<file path="src/rtl/boton_multicanal.sv">
// -----------------------------------------------------------------------------
// boton_multicanal
//   N-channel push-button conditioner. Each channel has its own 2-FF
//   synchroniser, polarity normalisation, a five-state debounce FSM and one
//   shared-purpose counter. Per channel it reports the debounced pressed level
//   plus one-cycle press, release and long-press pulses.
//
//   Optional feature macro: BOTON_AUTOREPEAT_EN
//     defined   -> after a long press, btn_repeat pulses every REPEAT_CYC cycles
//                  while the button stays held.
//     undefined -> btn_repeat is tied to 0 and the repeat logic is not built.
// -----------------------------------------------------------------------------
module boton_multicanal #(
    parameter int N_CH         = 4,
    parameter int DEBOUNCE_CYC = 5000,
    parameter int LONG_CYC     = 25000000,
    parameter int REPEAT_CYC   = 5000000,
    parameter bit ACTIVE_LOW   = 1'b1
) (
    input  logic            clk,
    input  logic            reset,
    input  logic [N_CH-1:0] btn_in,
    output logic [N_CH-1:0] btn_level,
    output logic [N_CH-1:0] btn_press,
    output logic [N_CH-1:0] btn_release,
    output logic [N_CH-1:0] btn_long,
    output logic [N_CH-1:0] btn_repeat
);

    // -------------------------------------------------------------------------
    // Counter sizing: one counter per channel is reused for press debounce,
    // long-press timing, release debounce and (optionally) repeat timing, so it
    // must hold the largest terminal count.
    // -------------------------------------------------------------------------
    function automatic int max3(input int a, input int b, input int c);
        int m;
        m = (a > b) ? a : b;
        return (m > c) ? m : c;
    endfunction

    localparam int CNT_MAX = max3(DEBOUNCE_CYC, LONG_CYC, REPEAT_CYC);
    localparam int CNT_W   = (CNT_MAX > 1) ? $clog2(CNT_MAX) : 1;

    localparam logic [CNT_W-1:0] CNT_ONE   = CNT_W'(1);
    localparam logic [CNT_W-1:0] DB_LAST   = CNT_W'(DEBOUNCE_CYC - 1);
    localparam logic [CNT_W-1:0] LONG_LAST = CNT_W'(LONG_CYC - 1);
`ifdef BOTON_AUTOREPEAT_EN
    localparam logic [CNT_W-1:0] REP_LAST  = CNT_W'(REPEAT_CYC - 1);
`endif

    // Level the synchroniser holds while the button is not pressed.
    localparam logic SYNC_IDLE = ACTIVE_LOW;

    typedef enum logic [2:0] {
        S_IDLE,      // released, waiting for an active sample
        S_DB_PRESS,  // press candidate, counting stable active samples
        S_HELD,      // pressed, counting towards the long-press threshold
        S_LONG,      // long press reached (repeat timing lives here)
        S_DB_REL     // release candidate, level still reported as pressed
    } state_t;

    for (genvar ch = 0; ch < N_CH; ch++) begin : g_ch

        logic             sync_meta;
        logic             sync_q;
        logic             s;
        state_t           state;
        logic [CNT_W-1:0] cnt;
        logic             long_flag;
        logic             level_q;
        logic             press_q;
        logic             release_q;
        logic             long_q;
`ifdef BOTON_AUTOREPEAT_EN
        logic             repeat_q;
`endif

        // Two-flop synchroniser for the asynchronous pin.
        always_ff @(posedge clk or negedge reset) begin
            if (!reset) begin
                // NOTE: the synchroniser resets to the released pin level, not
                // to 0; with active-low pins a 0 here would look like a press
                // the moment reset lifts.
                sync_meta <= SYNC_IDLE;
                sync_q    <= SYNC_IDLE;
            end else begin
                // NOTE: non-blocking assignments let sync_q take the old
                // sync_meta, giving two real flop stages; blocking here would
                // collapse the chain into a single flop.
                sync_meta <= btn_in[ch];
                sync_q    <= sync_meta;
            end
        end

        // After normalisation, s = 1 always means "pressed".
        assign s = ACTIVE_LOW ? ~sync_q : sync_q;

        // Debounce / hold FSM with registered level and single-cycle pulses.
        always_ff @(posedge clk or negedge reset) begin
            if (!reset) begin
                state     <= S_IDLE;
                cnt       <= '0;
                long_flag <= 1'b0;
                level_q   <= 1'b0;
                press_q   <= 1'b0;
                release_q <= 1'b0;
                long_q    <= 1'b0;
`ifdef BOTON_AUTOREPEAT_EN
                repeat_q  <= 1'b0;
`endif
            end else begin
                // Pulses default low so each one lasts exactly one cycle.
                press_q   <= 1'b0;
                release_q <= 1'b0;
                long_q    <= 1'b0;
`ifdef BOTON_AUTOREPEAT_EN
                repeat_q  <= 1'b0;
`endif
                case (state)
                    S_IDLE: begin
                        if (s) begin
                            state <= S_DB_PRESS;
                            cnt   <= '0;
                        end
                    end

                    S_DB_PRESS: begin
                        if (!s) begin
                            // Bounce before acceptance: silently forget it.
                            state <= S_IDLE;
                            cnt   <= '0;
                        end else if (cnt == DB_LAST) begin
                            state   <= S_HELD;
                            cnt     <= '0;
                            level_q <= 1'b1;
                            press_q <= 1'b1;
                        end else begin
                            cnt <= cnt + CNT_ONE;
                        end
                    end

                    S_HELD: begin
                        if (!s) begin
                            state     <= S_DB_REL;
                            cnt       <= '0;
                            long_flag <= 1'b0;
                        end else if (cnt == LONG_LAST) begin
                            state  <= S_LONG;
                            cnt    <= '0;
                            long_q <= 1'b1;
                        end else begin
                            cnt <= cnt + CNT_ONE;
                        end
                    end

                    S_LONG: begin
                        if (!s) begin
                            // Remember the long press so a release bounce
                            // returns here instead of re-arming btn_long.
                            state     <= S_DB_REL;
                            cnt       <= '0;
                            long_flag <= 1'b1;
                        end else begin
`ifdef BOTON_AUTOREPEAT_EN
                            if (cnt == REP_LAST) begin
                                cnt      <= '0;
                                repeat_q <= 1'b1;
                            end else begin
                                cnt <= cnt + CNT_ONE;
                            end
`else
                            cnt <= '0;
`endif
                        end
                    end

                    S_DB_REL: begin
                        if (s) begin
                            // Release bounce: resume the hold without a new
                            // press pulse; the timing phase restarts.
                            state <= long_flag ? S_LONG : S_HELD;
                            cnt   <= '0;
                        end else if (cnt == DB_LAST) begin
                            state     <= S_IDLE;
                            cnt       <= '0;
                            level_q   <= 1'b0;
                            release_q <= 1'b1;
                        end else begin
                            cnt <= cnt + CNT_ONE;
                        end
                    end

                    default: begin
                        state   <= S_IDLE;
                        cnt     <= '0;
                        level_q <= 1'b0;
                    end
                endcase
            end
        end

        assign btn_level[ch]   = level_q;
        assign btn_press[ch]   = press_q;
        assign btn_release[ch] = release_q;
        assign btn_long[ch]    = long_q;
`ifdef BOTON_AUTOREPEAT_EN
        assign btn_repeat[ch]  = repeat_q;
`endif
    end

`ifndef BOTON_AUTOREPEAT_EN
    assign btn_repeat = '0;
`endif

endmodule
</file>
<file path="config.mk">
export PLATFORM = sky130hd
export DESIGN_NAME = boton_multicanal
export DESIGN_NICKNAME = d
export VERILOG_FILES = /design/src/rtl/boton_multicanal.sv
export SDC_FILE = /design/constraint.sdc
export NUM_CORES = 1
export LEC_CHECK = 0
export BUFFER_PORTS_ARGS = -buffer_cell sky130_fd_sc_hd__buf_2
export CAP_MARGIN = 20
export CELL_PAD_IN_SITES_DETAIL_PLACEMENT = 0
export CELL_PAD_IN_SITES_GLOBAL_PLACEMENT = 2
export CORE_AREA = 2 2 172 132
export DETAILED_ROUTE_END_ITERATION = 10
export DIE_AREA = 0 0 174 134
export GPL_ROUTABILITY_DRIVEN = 0
export PLACE_DENSITY_LB_ADDON = 0.1
export RECOVER_POWER = 100
export SYNTH_ARGS = -nofsm -noshare
export SYNTH_HDL_FRONTEND = slang
export SYNTH_SLANG_ARGS = --single-unit
</file>
<file path="constraint.sdc">
create_clock -name clk -period 3.2 [get_ports clk]
set_input_delay 0.64 -clock clk [delete_from_list [all_inputs] [get_ports clk]]
set_output_delay 0.64 -clock clk [all_outputs]
set_load 0.01 [all_outputs]
</file>
==> impl_metrics.csv <==
group,metric,value,unit
yosys,ys.flop_type,"dfrtp_1",
yosys,synth.yosys.seq_area_share,47.0,%
route,drc_errors,0,
cts,postCtsHoldBufs,0,
global_routing,grt_max_degree,57,
final_layout,seqCellArea,3510,um^2
worst_hold_path,worst_hold_path.endpoint,"g_ch[3].sync_meta",
worst_hold_path,holdPathStages,1,
timing,setup_viol,0,
worst_setup_path,crit_slowest_cell,"or4_1",
floorplanning,die_y,134,um
yosys,yosysWarningCount,0,
pwr,power.density,573,nW/um^2
cts,clock_sink_count,140,
worst_setup_path,worstSetupPathDepth,7,
worst_setup_path,path_cells,"or4_1 > or4_1 > or3_1 > a211oi_4 > buf_4 > o21ai_0 > a21o_1",
pwr,ir_drop,332,uV
worst_setup_path,crit_fanout,10,
pwr,p_leak,0.00345,uW
timing,hold_viol,0,
timing,rsz0062_at_grt,"false",
worst_setup_path,end_kind,"register",
global_routing,grt_pass1_vias,5700,
cts,post-cts-setup-buffers,0,
final_layout,drive_gt1_share,8.28,%
placed_design,io_buffers,21,
worst_setup_path,cp.required,3520,ps
yosys,synth.cell_area,7470,um^2
final_layout,layout_common_cells,"132 x dfrtp_1, 104 x nor2_1, 79 x nand2_1",
floorplanning,die_x,174,um
floorplanning,core,21600,um^2
worst_setup_path,reg2reg_from,"g_ch[1].cnt[15]",
timing,finalSetupTns,0,ps
final_layout,antenna_cells,0,
worst_setup_path,cp_num_buf_inv,1,
worst_setup_path,max_stage_delay,530,ps
timing,slew_headroom,-1.47,%
worst_setup_path,path_common_cell,"or4_1",
worst_setup_path,r2r_slack,360,ps
yosys,ys_ff_latch,140,
global_routing,grt_use_total,16.2,%
timing,min_period_over_period,88.6,%
worst_setup_path,crit_path_start_kind,"register",
timing,period_needed,2840,ps
status,violations,"capacitance limit, slew limit",
placed_design,dp.cells,1095,
floorplanning,start_util,34.5,%
final_layout,syn2layout_area_growth,11.6,%
worst_hold_path,min_from,"btn_in[3]",
cts,insertion_delay,420,ps
final_layout,fin_nets,830,
status,run_status,"complete, but fails checks",
cts,cts_max_level,4,
worst_setup_path,path_class,"reg2reg",
yosys,synth-edff-count,0,
cts,cts_tree,"done",
cts,cts-resized-gates,0,
worst_hold_path,hold_path_class,"in2reg",
cts,cts.reportedPaths.clkPinSlew,70,ps
yosys,synthDistinctLibCells,62,
route,post_drt_wl_per_cell,15.7,um
global_routing,grt_pass1_wl,30.2,mm
worst_setup_path,reg2reg_to,"g_ch[1].cnt[20]",
worst_setup_path,crit_arrival,3150,ps
floorplanning,ioPinCount,26,
floorplanning,die_area,23300,um^2
worst_setup_path,worstRegToRegCells,7,
yosys,synthArstFlopShare,100,%
final_layout,final_cell_count_no_fill,1127,
yosys,syn-instance-count,811,
yosys,avgSynthCellArea,9.21,um^2
timing,skew,13.2,ps
job,maxCapViolations,1,
timing,report.final.slew_viol_count,55,
global_routing,grt_overflow,0,
route,drt_iter0_drc,345,
timing,fmax,353,MHz
cts,clk_path_buf_depth,2,
route,num_vias,5871,
worst_setup_path,crit_family,"simple AND/OR/NAND/NOR gates",
cts,cts_buffers,17,
floorplanning,rows,47,
route,viasPerCell,5.21,
route,wl,17.7,mm
final_layout,multi_input_area,3590,um^2
cts,root_buffer,"clkbuf_16",
placed_design,hpwlAfterDp,12.2,mm
timing,worstMarginPinSlew,1520,ps
global_routing,antenna_found_initial,0,
final_layout,fill_cells,2224,
final_layout,final_common_cell,"dfrtp_1",
route,ant_nets,0,
route,drtPass1Iterations,5,
[metal layers]
layer | part of all wire, % | wire (um) | up-vias | track usage, %
met5 | 0 | 0 | - | 0
li1 | - | - | 2870 | -
met2 | 44 | 7720 | 96 | 24.2
met1 | 52 | 9220 | 2886 | 23.6
met3 | 3.2 | 566 | 19 | 3.54
met4 | 1.3 | 234 | 0 | 4.62
[stage by stage]
| step | instance area, um^2 | setup WS [ps] | hold slack [ps] | power, uW | utilization, % |
|---|---|---|---|---|---|
| 2_1_floorplan | 7480 | 643 | 344 | 2520 | - |
| 3_3_place_gp | 7790 | 403 | 347 | 2720 | 36.0 |
| 3_5_place_dp | 7790 | 365 | 348 | 2730 | 36.0 |
| 4_1_cts | 8410 | 366 | 183 | 4870 | 38.9 |
| 5_1_grt | 8340 | 200 | 291 | 5030 | 38.5 |
| 6_report | 8340 | 365 | 320 | 4780 | 38.5 |
[final cells by class]
type / instances / share of cell area [%]
clock buffers: 18 / 5.15
well taps: 294 / 4.41
inverters: 16 / 0.720
multi-input cells: 610 / 43.1
repair buffers: 35 / 2.18
flip-flops and latches: 140 / 42.1
clock inverters: 14 / 2.34
[cell usage after synthesis, drive strengths merged, types with 16 or more instances]
| library cell | count | area [um^2] |
|---|---|---|
| and3 | 24 | 154 |
| o21ai | 25 | 129 |
| nand2 | 79 | 297 |
| nand4 | 20 | 125 |
| a21oi | 30 | 150 |
| buf | 28 | 226 |
| xnor2 | 24 | 210 |
| xor2 | 45 | 394 |
| dfrtp | 132 | 3300 |
| nand3 | 53 | 265 |
| nor2 | 104 | 390 |
| inv | 16 | 60.1 |
| nor3 | 38 | 190 |
| clkbuf | 20 | 75.1 |
[cell families after synthesis]
group           count (synthesis)  synth area share [%]
simple gates                  416                  28.8
fa+ha+maj                       4                 0.670
flops                         140                  47.0
compound gates                110                  9.53
mux                             7                 0.988
xor+xnor                       69                  8.09
other cells                     1                0.0502
buf+inv                        64                  4.84
[worst max path at each step]
| stage | slack (ps) | start | endpoint |
|---|---|---|---|
| finish | 360 | g_ch[1].cnt[15] | g_ch[1].cnt[20] |
| global route | 200 | g_ch[3].cnt[0] | g_ch[3].state[0] |
| CTS | 370 | g_ch[1].cnt[15] | g_ch[1].cnt[20] |
| detailed placement | 360 | g_ch[1].cnt[15] | g_ch[1].cnt[20] |
| global placement | 400 | g_ch[1].cnt[15] | g_ch[1].cnt[21] |
| floorplan | 640 | g_ch[1].cnt[15] | g_ch[1].cnt[23] |
[sequential cells by signal (all words and copies together), names as in the netlist]
register and cells:
g_ch.cnt 100, g_ch.state 12, g_ch.level_q 4, g_ch.long_flag 4, g_ch.long_q 4, g_ch.press_q 4
g_ch.release_q 4, g_ch.sync_meta 4, g_ch.sync_q 4
[where the power goes]
group	switching, uW	internal [uW]
Combinational	485	212
Clock	807	1310
Sequential	111	1860
(Power assumes the default switching activity.)
